$ cat src/rtl/i2s_dac_tx_if.sv
// Sample stream into the I2S DAC transmitter and the serial/status lines coming back out.
// The transmitter side connects through the slave modport.
interface i2s_dac_tx_if #(
  parameter int unsigned SIG_BITS   = 16,
  parameter int unsigned FIFO_DEPTH = 4
);
  localparam int unsigned LvlW = $clog2(FIFO_DEPTH) + 1;

  logic [SIG_BITS-1:0] in;
  logic                in_valid;
  logic                bclk;
  logic                lrclk;
  logic                dacdat;
  logic                underrun;
  logic                overrun;
  logic [LvlW-1:0]     fifo_level;

  modport master (
    output in,
    output in_valid,
    input  bclk,
    input  lrclk,
    input  dacdat,
    input  underrun,
    input  overrun,
    input  fifo_level
  );

  modport slave (
    input  in,
    input  in_valid,
    output bclk,
    output lrclk,
    output dacdat,
    output underrun,
    output overrun,
    output fifo_level
  );
endinterface

$ cat src/rtl/i2s_dac_tx.sv
// Mono sample FIFO feeding an I2S master serialiser (64 BCLK per frame, 32 per channel).
// Every output is registered; samples are popped at the falling BCLK edge that enters slot 0.
module i2s_dac_tx #(
  parameter int unsigned SIG_BITS   = 16,
  parameter int unsigned HALF_DIV   = 8,
  parameter int unsigned FIFO_DEPTH = 4
) (
  input logic         clk,
  input logic         reset_n,
  i2s_dac_tx_if.slave bus
);
  localparam int unsigned DivW = (HALF_DIV > 1) ? $clog2(HALF_DIV) : 1;
  localparam int unsigned PtrW = (FIFO_DEPTH > 1) ? $clog2(FIFO_DEPTH) : 1;
  localparam int unsigned LvlW = $clog2(FIFO_DEPTH) + 1;

  localparam logic [DivW-1:0] DivLast  = DivW'(HALF_DIV - 1);
  localparam logic [LvlW-1:0] LvlFull  = LvlW'(FIFO_DEPTH);
  localparam logic [4:0]      SigBits5 = 5'(SIG_BITS);
  localparam logic [5:0]      SlotLast = 6'd63;

  // Bit clock and slot tracking
  logic [DivW-1:0] div_cnt_q, div_cnt_d;
  logic            bclk_q, bclk_d;
  logic [5:0]      slot_q, slot_d;
  logic            lrclk_q, lrclk_d;
  logic            dacdat_q, dacdat_d;

  // Sample path
  logic [SIG_BITS-1:0] tx_sample_q, tx_sample_d;
  logic [SIG_BITS-1:0] mem_q [FIFO_DEPTH];
  logic [PtrW-1:0]     wr_ptr_q, wr_ptr_d;
  logic [PtrW-1:0]     rd_ptr_q, rd_ptr_d;
  logic [LvlW-1:0]     level_q, level_d;

  logic underrun_q, underrun_d;
  logic overrun_q, overrun_d;

  logic       div_wrap;
  logic       bclk_fall;
  logic       frame_start;
  logic       fifo_empty;
  logic       pop;
  logic       push;
  logic [4:0] bit_k;
  logic [4:0] bit_idx;
  logic       bit_sel;

  always_comb begin
    div_wrap    = (div_cnt_q == DivLast);
    bclk_fall   = div_wrap & bclk_q;
    frame_start = bclk_fall & (slot_q == SlotLast);
    fifo_empty  = (level_q == '0);
    // Pop sees the pre-push level; a pop frees a slot for a same-cycle push.
    pop         = frame_start & ~fifo_empty;
    push        = bus.in_valid & ((level_q != LvlFull) | pop);
  end

  always_comb begin
    div_cnt_d = div_wrap ? '0 : div_cnt_q + 1'b1;
    bclk_d    = div_wrap ? ~bclk_q : bclk_q;
    slot_d    = bclk_fall ? slot_q + 6'd1 : slot_q;
  end

  // Serialiser: slot bit k carries tx_sample[SIG_BITS-k] for k in 1..SIG_BITS.
  always_comb begin
    bit_k   = slot_d[4:0];
    bit_idx = SigBits5 - bit_k;
    bit_sel = 1'b0;
    for (int i = 0; i < int'(SIG_BITS); i++) begin
      if (bit_idx == 5'(i)) bit_sel = tx_sample_q[i];
    end
    lrclk_d  = lrclk_q;
    dacdat_d = dacdat_q;
    if (bclk_fall) begin
      lrclk_d  = slot_d[5];
      dacdat_d = (bit_k != 5'd0) && (bit_k <= SigBits5) && bit_sel;
    end
  end

  always_comb begin
    tx_sample_d = pop ? mem_q[rd_ptr_q] : tx_sample_q;
    rd_ptr_d    = pop ? rd_ptr_q + 1'b1 : rd_ptr_q;
    wr_ptr_d    = push ? wr_ptr_q + 1'b1 : wr_ptr_q;
    level_d     = level_q;
    if (push && !pop) begin
      level_d = level_q + 1'b1;
    end else if (pop && !push) begin
      level_d = level_q - 1'b1;
    end
    underrun_d = frame_start & fifo_empty;
    overrun_d  = bus.in_valid & ~push;
  end

  always_ff @(posedge clk or negedge reset_n) begin
    if (!reset_n) begin
      div_cnt_q   <= '0;
      bclk_q      <= 1'b0;
      slot_q      <= SlotLast;
      lrclk_q     <= 1'b0;
      dacdat_q    <= 1'b0;
      tx_sample_q <= '0;
      wr_ptr_q    <= '0;
      rd_ptr_q    <= '0;
      level_q     <= '0;
      underrun_q  <= 1'b0;
      overrun_q   <= 1'b0;
    end else begin
      div_cnt_q   <= div_cnt_d;
      bclk_q      <= bclk_d;
      slot_q      <= slot_d;
      lrclk_q     <= lrclk_d;
      dacdat_q    <= dacdat_d;
      tx_sample_q <= tx_sample_d;
      wr_ptr_q    <= wr_ptr_d;
      rd_ptr_q    <= rd_ptr_d;
      level_q     <= level_d;
      underrun_q  <= underrun_d;
      overrun_q   <= overrun_d;
    end
  end

  // Storage needs no reset: an entry is only read after it has been written.
  always_ff @(posedge clk) begin
    if (push) mem_q[wr_ptr_q] <= bus.in;
  end

  assign bus.bclk       = bclk_q;
  assign bus.lrclk      = lrclk_q;
  assign bus.dacdat     = dacdat_q;
  assign bus.underrun   = underrun_q;
  assign bus.overrun    = overrun_q;
  assign bus.fifo_level = level_q;
endmodule
$ cat src/flat_wrapper.sv
// flat-port wrapper written by rule: the top's interface ports become plain ports
module i2s_dac_tx_flat 
#(
  parameter int unsigned SIG_BITS   = 16,
  parameter int unsigned HALF_DIV   = 8,
  parameter int unsigned FIFO_DEPTH = 4
)
  (clk, reset_n, bus_in, bus_in_valid, bus_bclk, bus_lrclk, bus_dacdat, bus_underrun, bus_overrun, bus_fifo_level);
  i2s_dac_tx_if #(.SIG_BITS(SIG_BITS), .FIFO_DEPTH(FIFO_DEPTH)) bus_i ();
  input logic clk;
  input logic reset_n;
  input wire logic [$bits(bus_i.in)-1:0] bus_in;
  input wire logic [$bits(bus_i.in_valid)-1:0] bus_in_valid;
  output wire logic [$bits(bus_i.bclk)-1:0] bus_bclk;
  output wire logic [$bits(bus_i.lrclk)-1:0] bus_lrclk;
  output wire logic [$bits(bus_i.dacdat)-1:0] bus_dacdat;
  output wire logic [$bits(bus_i.underrun)-1:0] bus_underrun;
  output wire logic [$bits(bus_i.overrun)-1:0] bus_overrun;
  output wire logic [$bits(bus_i.fifo_level)-1:0] bus_fifo_level;
  assign bus_i.in = bus_in;
  assign bus_i.in_valid = bus_in_valid;
  assign bus_bclk = bus_i.bclk;
  assign bus_lrclk = bus_i.lrclk;
  assign bus_dacdat = bus_i.dacdat;
  assign bus_underrun = bus_i.underrun;
  assign bus_overrun = bus_i.overrun;
  assign bus_fifo_level = bus_i.fifo_level;
  i2s_dac_tx #(.SIG_BITS(SIG_BITS), .HALF_DIV(HALF_DIV), .FIFO_DEPTH(FIFO_DEPTH)) u_core (.clk(clk), .reset_n(reset_n), .bus(bus_i));
endmodule
$ cat config.mk
export PLATFORM = sky130hd
export DESIGN_NAME = i2s_dac_tx_flat
export DESIGN_NICKNAME = d
export VERILOG_FILES = /design/src/rtl/i2s_dac_tx_if.sv /design/src/rtl/i2s_dac_tx.sv /design/src/flat_wrapper.sv
export SDC_FILE = /design/constraint.sdc
export NUM_CORES = 1
export LEC_CHECK = 0
export CAP_MARGIN = 20
export CORE_ASPECT_RATIO = 0.6
export CORE_UTILIZATION = 63
export CTS_CLUSTER_SIZE = 8
export DETAILED_ROUTE_END_ITERATION = 8
export PLACE_DENSITY = 0.85
export SETUP_SLACK_MARGIN = 0.4
export SLEW_MARGIN = 20
export SYNTH_ARGS = -nofsm -noshare
export SYNTH_HDL_FRONTEND = slang
export SYNTH_SLANG_ARGS = --single-unit
$ cat constraint.sdc
create_clock -name clk -period 6.8 [get_ports clk]
set_input_delay 1.02 -clock clk [delete_from_list [all_inputs] [get_ports clk]]
set_output_delay 1.02 -clock clk [all_outputs]
set_load 0.01 [all_outputs]
==> results of run 1 <==
[cells in the final DEF (no fill, tap or decap), types with 2 or more instances in the layout]
| cell type | instances |
|---|---|
| xor2_1 | 6 |
| a21oi_1 | 3 |
| a22oi_1 | 3 |
| mux2_2 | 17 |
| ha_1 | 8 |
| clkbuf_16 | 9 |
| and2_1 | 5 |
| o22ai_1 | 2 |
| o21ai_0 | 5 |
| dfrtp_1 | 30 |
| nor3_1 | 7 |
| dfstp_2 | 6 |
| nand4_1 | 2 |
| mux2i_1 | 3 |
| nand2_1 | 8 |
| xnor2_1 | 5 |
| nor2_1 | 14 |
| nor2b_1 | 4 |
| nand3_1 | 3 |
| mux4_2 | 17 |
| a21boi_0 | 2 |
| inv_1 | 9 |
| clkbuf_1 | 2 |
| o211ai_1 | 2 |
| nand2b_1 | 3 |
| edfxtp_1 | 64 |
| clkdlybuf4s50_1 | 25 |
[area by class of cell]
class	count	area share (%)
Sequential cell	101	57.6
Inverter	10	0.807
Tap cell	87	2.19
Clock buffer	12	4.97
Clock inverter	4	0.656
Multi-Input combinational cell	146	28.7
Timing Repair Buffer	26	5.15
[stage by stage]
stage	utilization, %	hold WS, ps	cells
2_1_floorplan	-	403	267
3_3_place_gp	69.8	413	370
3_5_place_dp	69.8	426	370
4_1_cts	74.0	436	386
5_1_grt	74.0	453	386
6_report	74.0	435	386
[power groups by stage]
stage,registers (mW),logic [mW],clock network [mW]
after global routing,0.802,0.207,0.509
after global placement,0.800,0.178,0
after CTS,0.795,0.189,0.486
after floorplan,0.798,0.104,0
after detailed placement,0.806,0.187,0
final,0.794,0.185,0.477
[flip-flops by register name (all words and copies together) (netlist names)]
signal	count
u_core.mem_q	64
u_core.tx_sample_q	16
u_core.slot_q	6
u_core.bus.fifo_level	3
u_core.div_cnt_q	3
u_core.rd_ptr_q	2
u_core.wr_ptr_q	2
u_core.bus.bclk	1
u_core.bus.dacdat	1
u_core.bus.lrclk	1
u_core.bus.overrun	1
u_core.bus.underrun	1
[cells in the mapped netlist (2+ instances only)]
cell and number:
edfxtp_1 64, dfrtp_1 31, mux2_2 17, mux4_2 17, nor2_1 14, inv_1 9
ha_1 8, nand2_1 8, nor3_1 7, dfstp_2 6, xor2_1 6, and2_1 5
o21ai_0 5, xnor2_1 5, buf_2 4, nor2b_1 4, a21oi_1 3, a22oi_1 3
mux2i_1 3, nand2b_1 3, nand3_1 3, a21boi_0 2, buf_4 2, buf_6 2
nand4_1 2, o211ai_1 2, o22ai_1 2
[critical path, delay by kind of cell, from the launching register on]
| family | cells | cell delay (ps) |
|---|---|---|
| AO/OA/AOI/OAI | 1 | 610 |
| XOR/XNOR | 2 | 300 |
| adder cells (fa/ha/maj) | 4 | 1270 |
| buffers and inverters | 1 | 60 |
| flip-flops | 1 | 350 |
| AND/OR/NAND/NOR | 3 | 630 |
[worst paths after layout]
| check | from | endpoint | cells after the start |
|---|---|---|---|
| max in group asynchronous | reset_n | u_core.rd_ptr_q[0] | 1 |
| setup reg to reg | u_core.div_cnt_q[0] | u_core.bus.fifo_level[2] | 11 |
| min in group asynchronous | reset_n | u_core.bus.dacdat | 1 |
| setup / recovery | u_core.div_cnt_q[0] | u_core.bus.fifo_level[2] | 11 |
| hold / removal | u_core.div_cnt_q[0] | u_core.div_cnt_q[0] | 1 |
| hold reg to reg | u_core.div_cnt_q[0] | u_core.div_cnt_q[0] | 1 |
[cells by family (layout without fill, tap and decap cells)]
kind of cell               count (synthesis)  in the layout
DFF                                      101            101
and+or+nand+nor                           57             57
muxes                                     37             37
AOI/OAI and AO/OA                         30             30
buffers and inverters                     20             52
xor gates and xnor gates                  13             13
adders and majority gates                  9              9
[layer usage]
layer	track usage, %	wire (um)	share of wire [%]	vias to the layer above
met5	0	0	0	-
met1	34.6	3680	46	1212
met2	37.4	3700	46	69
met3	8.71	500	6.3	12
met4	6.83	95	1.2	0
li1	-	-	-	1073
==> results.py, run 1 <==
metrics = {
    "status": {
        "status": "finished, final reports clean",
    },
    "power_and_ir_drop": {
        "p_int_mw": 1.10,
        "power_density_nw_per_um2": 294,
        "clkPwrFrac_pct": 32.8,
        "report.power.total_mw": 1.46,
        "p_seq_share_pct": 54.5,
        "peakVddDrop_uv": 191,
        "leakage_nw": 1.86,
        "switching_power_mw": 0.359,
        "swShare_pct": 24.6,
        "comb_power_share_pct": 12.7,
    },
    "critical_path": {
        "rrSetupSlack_ps": 3500,
        "worst_path_largest_cell_delay_ps": 610,
        "crit_type": "reg2reg",
        "cp.required_ps": 7070,
        "arrival_ps": 3570,
        "path_cells": "ha_1 -> ha_1 -> and2_4 -> nand4_1 -> a31oi_1 -> ha_1 -> inv_1 -> fa_1 -> xor2_1 -> nor2_1 -> xor2_1",
        "start_kind": "flop",
        "cpMaxStageDelayCell": "a31oi_1",
        "crit_path_end_kind": "flop",
        "crit_fanout": 13,
        "crit_top_cell": "ha_1",
    },
    "timing": {
        "hold_viol_final": 0,
        "min_period_over_period_pct": 48.5,
        "finalClockSkew_ps": 4.95,
        "max_slew_margin_pct": 42.7,
        "fmax_ghz": 0.303,
        "setup_slack_ps": 3500,
        "worst_pin_slew_ps": 859,
        "setup_viol": 0,
        "slew_violations": 0,
        "rsz0062_at_grt": "false",
        "final.setup.tns_ps": 0,
        "finalCriticalPeriod_ps": 3300,
    },
    "synthesis": {
        "yosys.cell_types.count": 57,
        "synth.area.mux_share_pct": 13.8,
        "ys_seq_elements": 101,
        "synth_edf_count": 64,
        "synth_async_sr_flop_share_pct": 36.6,
        "ys.flop_type": "edfxtp_1",
        "synth-simple-area-share_pct": 7.25,
        "synth_compound_area_share_pct": 5.71,
        "synth-adder-area-share_pct": 2.74,
        "synth_xor_area_share_pct": 2.94,
        "yosysSeqAreaShare_pct": 65.2,
        "synth_top_family_by_area": "multiplexers",
        "yosys_warnings": 0,
        "synth_nets": 295,
        "post-synth-top-area-cell": "edfxtp_1",
        "syn_area_um2": 4380,
        "synthTopCellsByArea": "edfxtp_1 (44%), dfrtp_1 (18%), mux4_2 (8.7%)",
        "synth_top_area_share_pct": 43.9,
        "synthCells": 267,
        "syn_area_per_cell_um2": 16.4,
    },
    "route": {
        "antenna_left": 0,
        "vias_per_cell": 6.13,
        "dr.first_iter.drc_count": 167,
        "num_vias": 2366,
        "drc_errors": 0,
        "wl_per_cell_um": 20.7,
        "dr.pass1.iters": 5,
        "routed_wl_um": 7980,
    },
    "finish": {
        "area_delta_synth_final_pct": 13.2,
        "final_cell_area_um2": 4960,
        "seq_area_um2": 2860,
        "layout-drive-gt1-share_pct": 22.4,
        "antenna_cells": 0,
        "layout.nets": 322,
        "fill_cells": 392,
        "multi_input_area_um2": 1420,
    },
    "grt": {
        "grt_pass1_wl_um": 12400,
        "grtUsageTotal_pct": 24.8,
        "grt_overflow": 0,
        "grt_pass1_vias": 2300,
        "antenna_found_initial": 0,
        "grt_max_degree": 38,
    },
    "clocking": {
        "clock-root-buffer": "clkbuf_16",
        "ctsHoldBuffers": 0,
        "htree_num_levels": 3,
        "cts_tree": "built",
        "clk_pin_slew_ps": 70,
        "post_cts_buffers": 0,
        "clk_latency_ps": 340,
        "cts.sinks": 101,
        "cts_buffer_depth": 2,
        "cts_resized": 0,
        "cts_inserted_buffers": 9,
    },
    "floorplanning": {
        "row_count": 23,
        "dieHeight_um": 66.6,
        "coreArea_um2": 6710,
        "die_w_um": 110,
        "ioPinCount": 27,
        "initial_core_util_pct": 65.3,
        "fp.dieArea_um2": 7300,
    },
    "flow_run": {
        "cap_viol_max_count": 0,
    },
    "place": {
        "post_dp_cell_area_um2": 4680,
        "io_buffers": 26,
        "place_hpwl_um": 5380,
        "dp_slack_ps": 3490,
        "place_congestion": 0.864,
    },
    "worst_hold_path": {
        "hold_class": "reg2reg",
    },
}
Power figures use the tool's default switching activity.
==> run 2: changes to the inputs <==
Settings changed: CORE_UTILIZATION 63 to 59, PLACE_DENSITY 0.85 to 0.8.
Clock period 6.8 ns to 3.3 ns, I/O delays scaled along.
==> run 2 against run 1 <==
Critical endpoint unchanged. Critical path type unchanged. Routed wire length fell by 1.0%. Clock power is 130% higher. Sequential share of layout area down 1.3 points. Highest routed layer unchanged.
==> results.py, run 2 (synthesis gave the netlist of run 1 again) <==
metrics = {
    "critical_path": {
        "worst_path_largest_cell_delay_ps": 680,
        "ff2ff_path_depth": 10,
        "arrival_ps": 2960,
        "endpoint": "u_core.bus.fifo_level[2]",
        "r2r_end": "u_core.bus.fifo_level[2]",
        "crit_path_end_kind": "flop",
        "crit_type": "reg2reg",
        "crit_fanout": 11,
        "cpMaxStageDelayCell": "dfstp_2",
        "cp_num_cells": 10,
        "r2r-start": "u_core.slot_q[1]",
        "start_kind": "flop",
        "path_cells": "ha_1 -> nand4_1 -> a31oi_1 -> buf_4 -> ha_1 -> inv_1 -> fa_1 -> xor2_1 -> nor2_1 -> xor2_1",
        "rrSetupSlack_ps": 610,
        "cp_top_family": "adder cells",
        "worst-path-buf-inv": 2,
        "crit_path_start": "u_core.slot_q[1]",
        "cp.required_ps": 3570,
    },
    "floorplanning": {
        "coreArea_um2": 6940,
        "fp.dieArea_um2": 7790,
        "initial_core_util_pct": 63.2,
        "dieHeight_um": 68.8,
        "die_w_um": 113,
        "row_count": 23,
        "ioPinCount": 27,
    },
    "place": {
        "dp_cells": 391,
        "place_congestion": 0.894,
        "io_buffers": 26,
        "place_hpwl_um": 5290,
    },
    "route": {
        "drc_errors": 0,
        "dr.pass1.iters": 4,
        "num_vias": 2376,
        "dr.first_iter.drc_count": 182,
        "wl_per_cell_um": 19.5,
        "vias_per_cell": 5.85,
        "routed_wl_um": 7900,
        "antenna_left": 0,
    },
    "clocking": {
        "cts.sinks": 101,
        "post_cts_buffers": 0,
        "cts_buffer_depth": 2,
        "clk_pin_slew_ps": 60,
        "clk_latency_ps": 350,
        "cts_resized": 0,
        "cts_inserted_buffers": 9,
        "clock-root-buffer": "clkbuf_16",
        "cts_tree": "built",
        "htree_num_levels": 3,
        "ctsHoldBuffers": 0,
    },
    "grt": {
        "grtUsageTotal_pct": 23.5,
        "grt_pass1_wl_um": 12700,
        "antenna_found_initial": 0,
        "grt_pass1_vias": 2357,
        "grt_overflow": 0,
        "grt_max_degree": 38,
    },
    "timing": {
        "worst_pin_slew_ps": 835,
        "fmax_ghz": 0.372,
        "min_period_over_period_pct": 81.4,
        "finalCriticalPeriod_ps": 2690,
        "slew_violations": 0,
        "max_slew_margin_pct": 44.3,
        "setup_viol": 0,
        "finalClockSkew_ps": 4.71,
        "final.setup.tns_ps": 0,
        "rsz0062_at_grt": "false",
        "hold_viol_final": 0,
    },
    "finish": {
        "layout.cells.most_common": "edfxtp_1",
        "largest_register_ffs": 64,
        "layout.cells.non_filler": 406,
        "final_cell_mix": "edfxtp_1 (64), dfrtp_1 (31), clkdlybuf4s50_1 (25)",
        "reg.largest.list": "u_core.mem_q: 64 flops, u_core.tx_sample_q: 16 flops, u_core.slot_q: 6 flops",
        "layout-drive-gt1-share_pct": 24.5,
        "largest-register": "u_core.mem_q",
        "area_delta_synth_final_pct": 15.7,
        "layout.nets": 330,
        "antenna_cells": 0,
    },
    "worst_hold_path": {
        "hold_class": "in2async",
    },
    "status": {
        "status": "finished, final reports clean",
    },
    "power_and_ir_drop": {
        "peakVddDrop_uv": 344,
        "leakage_nw": 1.92,
        "power_density_nw_per_um2": 618,
    },
    "flow_run": {
        "cap_viol_max_count": 0,
    },
}
==> run 2: changes by cell type in the layout (fill, tap and decap cells not counted), sizes merged <==
cell      change
inv           -1
clkinvlp      +1
clkinv        -1
clkbuf        -2
bufinv        +2
buf           +8
==> run 2: routing by layer <==
metal | wire length [um] | up-vias | track usage (%)
met5 | 0 | - | 0
met4 | 81 | 0 | 5.92
met3 | 543 | 7 | 8.57
met2 | 3640 | 75 | 35.8
met1 | 3630 | 1209 | 32.7
li1 | - | 1085 | -
==> run 2: layout make-up <==
class / count / area [um2]
Multi-Input combinational cell: 146 / 1420
Clock buffer: 10 / 229
Clock inverter: 5 / 85.1
Tap cell: 100 / 125
Inverter: 10 / 40.0
Timing Repair Buffer: 34 / 315
Fill cell: 452 / 1860
Sequential cell: 101 / 2860
==> run 2: where the power goes <==
group	leakage, nW	internal [mW]	total [mW]	switching, mW
registers	1.07	1.56	1.63	0.0739
logic	0.706	0.181	0.404	0.222
clock network	0.149	0.664	1.10	0.439
==> run 2: worst reg2reg max path: stages, from the launching register on <==
cell and delay, ps:
dfstp_2 680, ha_1 230, nand4_1 220, a31oi_1 290, buf_4 180, ha_1 180, inv_1 60, fa_1 370
xor2_1 150, nor2_1 110, xor2_1 140
==> run 2: worst min path at each step <==
| stage | depth (start not counted) | startpoint | endpoint | slack [ps] |
|---|---|---|---|---|
| after floorplan | 0 | reset_n | u_core.bus.bclk | 200 |
| after global placement | 1 | u_core.div_cnt_q[0] | u_core.div_cnt_q[0] | 410 |
| after detailed placement | 1 | u_core.div_cnt_q[0] | u_core.div_cnt_q[0] | 430 |
| after CTS | 1 | reset_n | u_core.tx_sample_q[12] | 270 |
| after global routing | 1 | reset_n | u_core.tx_sample_q[11] | 310 |
| final | 1 | reset_n | u_core.bus.lrclk | 250 |
==> run 2: per-stage QoR <==
step	cell area [um2]	utilization [%]	hold slack, ps	worst slack (ps)	total power [mW]
2_1_floorplan	4380	-	199	557	1.86
3_3_place_gp	4760	68.6	413	763	2.04
3_5_place_dp	4760	68.6	429	671	2.06
4_1_cts	5070	73.1	273	631	3.17
5_1_grt	5070	73.1	307	444	3.27
6_report	5070	73.1	248	614	3.14
